$ cat src/rtl/lsu_pkg.sv
// Shared types for the load/store initiator: FSM states and RAM size codes.
package lsu_pkg;

   typedef enum logic [1:0] {
      ST_IDLE  = 2'd0,
      ST_ISSUE = 2'd1,
      ST_WAIT  = 2'd2,
      ST_RESP  = 2'd3
   } lsu_state_e;

   localparam logic [1:0] SIZE_BYTE = 2'b00;
   localparam logic [1:0] SIZE_HALF = 2'b01;
   localparam logic [1:0] SIZE_WORD = 2'b10;

endpackage

$ cat src/rtl/lsu_align_chk_r0.sv
// Natural-alignment check for a request: halves on even bytes, words on 4-byte boundaries.
module lsu_align_chk_r0
   import lsu_pkg::*;
(
   input  logic [1:0] size,
   input  logic [1:0] addr_lo,
   output logic       misaligned
);

   // size[1] covers both 10 and 11, which are both treated as a word
   assign misaligned = ((size == SIZE_HALF) && addr_lo[0]) ||
                       (size[1] && (addr_lo != 2'b00));

endmodule

$ cat src/rtl/lsu_r0.sv
// Load/store initiator between the memory stage and the byte-lane data RAM, one request at a time.
// Define MEM_ALIGN_CHECK_EN to reject misaligned half/word requests with rsp_err.
module lsu_r0
   import lsu_pkg::*;
#(
   parameter int BIT_WIDTH    = 32,
   parameter int ADDR_WIDTH   = 8,
   parameter int READ_LATENCY = 1
) (
   input  logic                  clk,
   input  logic                  rst_n,
   input  logic                  req_valid,
   output logic                  req_ready,
   input  logic                  req_we,
   input  logic [ADDR_WIDTH-1:0] req_addr,
   input  logic [BIT_WIDTH-1:0]  req_wdata,
   input  logic [1:0]            req_size,
   input  logic                  req_signed,
   output logic                  rsp_valid,
   input  logic                  rsp_ready,
   output logic [BIT_WIDTH-1:0]  rsp_rdata,
   output logic                  rsp_err,
   output logic [ADDR_WIDTH-1:0] mem_addr,
   output logic [BIT_WIDTH-1:0]  mem_data,
   output logic                  mem_wren,
   output logic                  mem_isSigned,
   output logic [1:0]            mem_dataSize,
   input  logic [BIT_WIDTH-1:0]  mem_q
);

   localparam int CW = $clog2(READ_LATENCY + 1);

   lsu_state_e            state_q, state_d;
   logic                  we_q, we_d;
   logic [ADDR_WIDTH-1:0] addr_q, addr_d;
   logic [BIT_WIDTH-1:0]  wdata_q, wdata_d;
   logic [1:0]            size_q, size_d;
   logic                  signed_q, signed_d;
   logic [CW-1:0]         cnt_q, cnt_d;
   logic [BIT_WIDTH-1:0]  rdata_q, rdata_d;
   logic                  err_q, err_d;
   logic                  misal;

`ifdef MEM_ALIGN_CHECK_EN
   lsu_align_chk_r0 u_align_chk (
      .size       (req_size),
      .addr_lo    (req_addr[1:0]),
      .misaligned (misal)
   );
`else
   assign misal = 1'b0;
`endif

   always_ff @(posedge clk or negedge rst_n) begin
      if (!rst_n) state_q <= ST_IDLE;
      else        state_q <= state_d;
   end

   always_comb begin
      state_d = state_q;
      case (state_q)
         ST_IDLE:  if (req_valid) state_d = misal ? ST_RESP : ST_ISSUE;
         ST_ISSUE: state_d = we_q ? ST_RESP : ST_WAIT;
         ST_WAIT:  if (cnt_q == CW'(1)) state_d = ST_RESP;
         ST_RESP:  if (rsp_ready) state_d = ST_IDLE;
         default:  state_d = ST_IDLE;
      endcase
   end

   // mem_wren decodes the state register directly so reset drops it without waiting for an edge
   always_comb begin
      req_ready    = (state_q == ST_IDLE);
      rsp_valid    = (state_q == ST_RESP);
      mem_wren     = (state_q == ST_ISSUE) && we_q;
      mem_addr     = addr_q;
      mem_data     = wdata_q;
      mem_dataSize = size_q;
      mem_isSigned = signed_q;
      rsp_rdata    = rdata_q;
      rsp_err      = err_q;
   end

   always_comb begin
      we_d     = we_q;
      addr_d   = addr_q;
      wdata_d  = wdata_q;
      size_d   = size_q;
      signed_d = signed_q;
      cnt_d    = cnt_q;
      rdata_d  = rdata_q;
      err_d    = err_q;
      case (state_q)
         ST_IDLE: if (req_valid) begin
            we_d     = req_we;
            addr_d   = req_addr;
            wdata_d  = req_wdata;
            size_d   = req_size[1] ? SIZE_WORD : req_size;
            signed_d = req_signed;
            rdata_d  = '0;
            err_d    = misal;
         end
         ST_ISSUE: if (!we_q) cnt_d = CW'(READ_LATENCY);
         ST_WAIT: begin
            cnt_d = cnt_q - CW'(1);
            if (cnt_q == CW'(1)) rdata_d = mem_q;
         end
         ST_RESP: if (rsp_ready) err_d = 1'b0;
         default: ;
      endcase
   end

   always_ff @(posedge clk or negedge rst_n) begin
      if (!rst_n) begin
         we_q     <= 1'b0;
         addr_q   <= '0;
         wdata_q  <= '0;
         size_q   <= 2'b00;
         signed_q <= 1'b0;
         cnt_q    <= '0;
         rdata_q  <= '0;
         err_q    <= 1'b0;
      end else begin
         we_q     <= we_d;
         addr_q   <= addr_d;
         wdata_q  <= wdata_d;
         size_q   <= size_d;
         signed_q <= signed_d;
         cnt_q    <= cnt_d;
         rdata_q  <= rdata_d;
         err_q    <= err_d;
      end
   end

endmodule
$ cat config.mk
export PLATFORM = sky130hd
export DESIGN_NAME = lsu_r0
export DESIGN_NICKNAME = d
export VERILOG_FILES = /design/src/rtl/lsu_pkg.sv /design/src/rtl/lsu_align_chk_r0.sv /design/src/rtl/lsu_r0.sv
export SDC_FILE = /design/constraint.sdc
export NUM_CORES = 1
export LEC_CHECK = 0
export BUFFER_PORTS_ARGS = -buffer_cell sky130_fd_sc_hd__buf_2
export CAP_MARGIN = 20
export CORE_MARGIN = 2
export CORE_UTILIZATION = 45
export CTS_CLUSTER_DIAMETER = 80
export DETAILED_ROUTE_END_ITERATION = 6
export GPL_ROUTABILITY_DRIVEN = 1
export PLACE_DENSITY = 0.78
export SYNTH_ARGS = -nofsm -noshare
export SYNTH_HDL_FRONTEND = slang
export SYNTH_SLANG_ARGS = --single-unit
$ cat constraint.sdc
create_clock -name clk -period 1.98 [get_ports clk]
set_clock_uncertainty 0.15 [all_clocks]
set_input_delay 0.396 -clock clk [delete_from_list [all_inputs] [get_ports clk]]
set_output_delay 0.396 -clock clk [all_outputs]
set_load 0.05 [all_outputs]
# After elaboration in Yosys (flattened, before gate mapping)
# Index checks and enable logic that the tools add are counted.
[classes]
n_mux = 14
reduce_logical = 10
n_addsub = 1
n_eq_ne = 7
[ops]
columns = ["cell", "n"]
rows = [
  ["$mux 32", 2],
  ["$pmux 32 s2", 1],
  ["$reduce_and 3->1", 3],
  ["$mux 2", 4],
  ["$pmux 2 s4", 1],
  ["$ne 2x2->1 const B", 3],
  ["$reduce_bool 2->1", 3],
  ["$eq 2x2->1 const B", 2],
  ["$mux 1", 4],
  ["$pmux 1 s2", 2],
  ["$reduce_and 2->1", 2],
  ["$eq 2x1->1 const B", 1],
  ["$logic_not 2->1", 1],
  ["$ne 2x1->1 const B", 1],
  ["$logic_and 1x1->1", 1],
  ["$sub 1x1->1 const B", 1],
]
[totals]
word_cells = 41
out_inout_bits = 79
register_bits = 80
in_bits = 80

# Logic depth before layout (Yosys ltp)
[logic_depth]
word_depth = 3
mapped_depth = 7
depth_no_buf = 5

# Worst setup path after synthesis
# No wires, ideal clock.
[synth_path]
kind = "register to register"
startpoint = "register state_q[0]"
endpoint = "register addr_q[0] (netlist: mem_addr[0])"
synth_period_minus_slack_ns = 2.114
n_path_buf = 1
setup_slack_ns = -0.134
arrival_time_ns = 1.839
path_stages_with_launch = 6
cell_sequence = "dfrtp_1 inv_1 ha_1 nand2_1 buf_2 mux2_2"
[synth_between]
elab_chain_cells = 2
[synth_rtl]
columns = ["item", "line_no", "text"]
rows = [
  ["start, declared", "lsu_r0.sv:33", "lsu_state_e state_q, state_d;"],
  ["start signal, assigned", "lsu_r0.sv:56", "else state_q <= state_d;"],
  ["$logic_not 2->1", "-", ""],
  ["net req_ready", "lsu_r0.sv:13", "output logic req_ready,"],
  ["$reduce_and 2->1 (no line)", "-", ""],
  ["end signal, assigned", "lsu_r0.sv:124", "addr_q <= addr_d;"],
  ["end, declared", "lsu_r0.sv:35", "logic [ADDR_WIDTH-1:0] addr_q, addr_d;"],
]
# The timed path passes the listed nets, and every way through them passes these cells.
# A chain may end at the register's enable or synchronous reset.

# Worst setup path in the final report
[layout_path]
startpoint = "register state_q[0]"
endpoint = "output mem_wren"
[layout_between]
elab_chain_cells = 2
[layout_rtl]
columns = ["item", "line_no", "text"]
rows = [
  ["$eq 2x1->1", "lsu_r0.sv:74", "mem_wren = (state_q == ST_ISSUE) && we_q;"],
  ["$logic_and 1x1->1", "lsu_r0.sv:74", ""],
  ["end, declared", "lsu_r0.sv:25", "output logic mem_wren,"],
]
# No other way between the ends.

==> results.sh <==
export IMPL_status="finished with violations"
export IMPL_violations="DRC"
export IMPL_fin_nets=442
export IMPL_cpPeakStageDelay_ns=0.42
export IMPL_grt_first_pass_wirelength_um=10400
export IMPL_grtUsageTotal_pct=18.4
export IMPL_wl_met1_um=2670
export IMPL_critPathLaunchType="flip-flop"
export IMPL_timing_final_crit_share_pct=95.2
export IMPL_vias_per_cell=5.06
export IMPL_route_final_wire_length_um=6470
export IMPL_worst_ep_arrival_time_ns=1.34
export IMPL_drt_drc_violations_left=11
export IMPL_max_clock_path_buffers=2
export IMPL_synth_area_per_cell_um2=15.6
export IMPL_crit_path_cell_trace="ha_1 -> nand2_1 -> inv_1 -> buf_6"
export IMPL_family_with_the_most_delay_on_the_worst_path="flip-flops"
export IMPL_detail_route_antenna_nets=0
export IMPL_dp_hpwl_um=4750
export IMPL_clock_insertion_delay_worst_skew_ns=0.34
export IMPL_floorplan_initialDensity_pct=46.9
export IMPL_routed_via_count=2221
export IMPL_design_core_area_mm2=0.00642
export IMPL_hold_path_startpoint="mem_q[11]"
export IMPL_timing_max_transition_violations_final=0
export IMPL_pre_cts_slack_ns=0.202
export IMPL_detailedRoute_firstIterationViolations=91
export IMPL_timing_worst_setup_path_type="flip-flop to primary output"
export IMPL_fp_dieW_um=85.8
export IMPL_critPathBufInv=2
export IMPL_regToRegSetupSlack_ns=0.21
export IMPL_worst_setup_hold_path_clk_slew_ns=0.09
export IMPL_timing_hold_violations_final=0
export IMPL_syn_num_nets=278
export IMPL_avgRoutedWirePerCell_um=14.7
export IMPL_critical_path_startpoint="state_q[0]"
export IMPL_upper_clock_frequency_limit_mhz=531
export IMPL_yosysWarningCount=0
export IMPL_wl_met3_um=438
export IMPL_maxCapViolations=0
export IMPL_numCtsBuffers=9
export IMPL_grt_max_degree=36
export IMPL_post_synth_num_cell_types=20
export IMPL_met2WireLength_um=3200
export IMPL_cp_slowest_cell="dfrtp_1"
export IMPL_netlist_area_mm2=0.00301
export IMPL_rsz0062_at_grt="no"
export IMPL_design_portCount=159
export IMPL_tritoncts="done"
export IMPL_globalplace_congestion=0.738
export IMPL_timing_rr_start="state_q[1]"
export IMPL_fp_dieArea_mm2=0.00736
export IMPL_min_delay_path_class="input port to flip-flop"
export IMPL_cts_htree_levels=3
export IMPL_area_growth_syn_to_layout_pct=38.0
export IMPL_fill_cells=522
export IMPL_drive_above_1_share_pct=63.3
export IMPL_synth_ff_latch_count=79
export IMPL_critical_path_endpoint_type="primary output"
export IMPL_top_layer_used="met4"
export IMPL_placementRows=29
export IMPL_ys_seq_area_share_pct=65.6
export IMPL_setup_violations=0
export IMPL_antenna_found_initial=0
export IMPL_worstPathMaxFanout=4
export IMPL_layout_min_cycle_time_ns=1.88
export IMPL_insertedDiodeCount=0
export IMPL_die_height_um=85.8
export IMPL_drt_first_pass_iters=7
export IMPL_cell_chosen_for_the_clock_root="clkbuf_8"
export IMPL_placedInstanceArea_mm2=0.00390
export IMPL_final_design_area_no_fill_mm2=0.00416
export IMPL_final_setup_tns_ns=0
export IMPL_cp_required_ns=1.43
export IMPL_place_port_buffers=157
export IMPL_fin_ws_ns=0.0956
export IMPL_via_count_of_the_first_global_routing_pass=2211
export IMPL_cts_sink_count=79
export IMPL_post_synth_inst_count=193
export IMPL_globalRoute_totalOverflow=0
[synth_stat cells]
master / n / area share (%)
o211ai_1: 1 / 0.25
ha_1: 5 / 2.1
and3_1: 2 / 0.42
mux2_2: 44 / 16
dfrtp_1: 79 / 66
inv_1: 3 / 0.37
buf_6: 3 / 1.1
conb_1: 1 / 0.12
buf_2: 8 / 1.3
nand2_1: 3 / 0.37
a32oi_1: 1 / 0.29
nand2b_1: 4 / 0.83
a31oi_1: 1 / 0.21
o2111ai_1: 1 / 0.29
o21ai_0: 1 / 0.17
nor2_1: 1 / 0.12
a22o_1: 32 / 9.3
or2_2: 1 / 0.21
a21oi_1: 1 / 0.17
buf_4: 1 / 0.25
[layout make-up]
class	instances	area, um2	area share, %
flip-flops and latches	79	1980	47.6
multi-input cells	99	947	22.8
repair buffers	165	897	21.6
clock buffers	9	124	2.98
clock inverters	7	104	2.50
well taps	77	96.3	2.32
inverters	3	11.3	0.271
[sequential cells by signal (all words and copies together) (netlist names)]
register,cells
mem_data,32
rsp_rdata,32
mem_addr,8
mem_dataSize,2
state_q,2
cnt_q,1
mem_isSigned,1
we_q,1
[kinds of logic after synthesis]
logic type,Yosys count,synth area share (%)
AOI/OAI and AO/OA,38,10.7
adders and majority gates,5,2.08
buffers and inverters,15,3.07
DFF,79,65.6
muxes,44,16.5
other,1,0.125
and+or+nand+nor,11,1.95
[final timing paths]
kind	end	cells after the start
worst max-delay path	mem_wren	4
worst min-delay path	rsp_rdata[11]	2
worst max register to register	rsp_rdata[29]	6
worst min register to register	mem_dataSize[0]	2
max in group asynchronous	mem_data[2]	3
min in group asynchronous	rsp_rdata[21]	2
[cell usage in the layout (no fill, tap or decap)]
cell           count
mux2_2            44
buf_2            154
inv_8              1
and3_1             2
clkbuf_8           9
o211ai_1           1
or2_2              1
bufinv_16          2
a22o_1            32
o2111ai_1          1
a31oi_1            1
ha_1               4
ha_2               1
nand2_2            1
a32oi_1            1
nand2_1            2
dfrtp_1           79
o21ai_0            1
buf_12             3
a21oi_1            1
inv_1              1
inv_2              2
conb_1             1
nand2b_1           4
buf_6              1
dlygate4sd3_1      1
inv_6              2
clkinvlp_4         2
nor2_1             1
buf_4              6
[through the flow]
stage | hold WS (ns) | utilization, % | instances
after floorplan | -0.0496 | - | 193
after CTS | 0.0923 | 64.7 | 439
final | 0.109 | 64.7 | 439
after detailed placement | 0.228 | 60.8 | 421
after global routing | 0.0877 | 64.7 | 439
after global placement | 0.219 | 60.8 | 421
[timing repair]
item	CTS	global route
hold endpoints to repair	32	0
gates resized for setup	3	2
setup buffers	1	0
hold buffers	1	0
endpoints found under the setup margin	2	2
[per-layer routing]
metal  global-route usage [%]  vias up
met1                     22.7     1094
met3                     5.20       16
met5                        0        -
met4                     9.38        0
li1                         -     1022
met2                     29.6       89
Power is left out: the tool's default activity adds up to more than one toggle a clock period on the data nets, which glitch-free logic cannot reach.
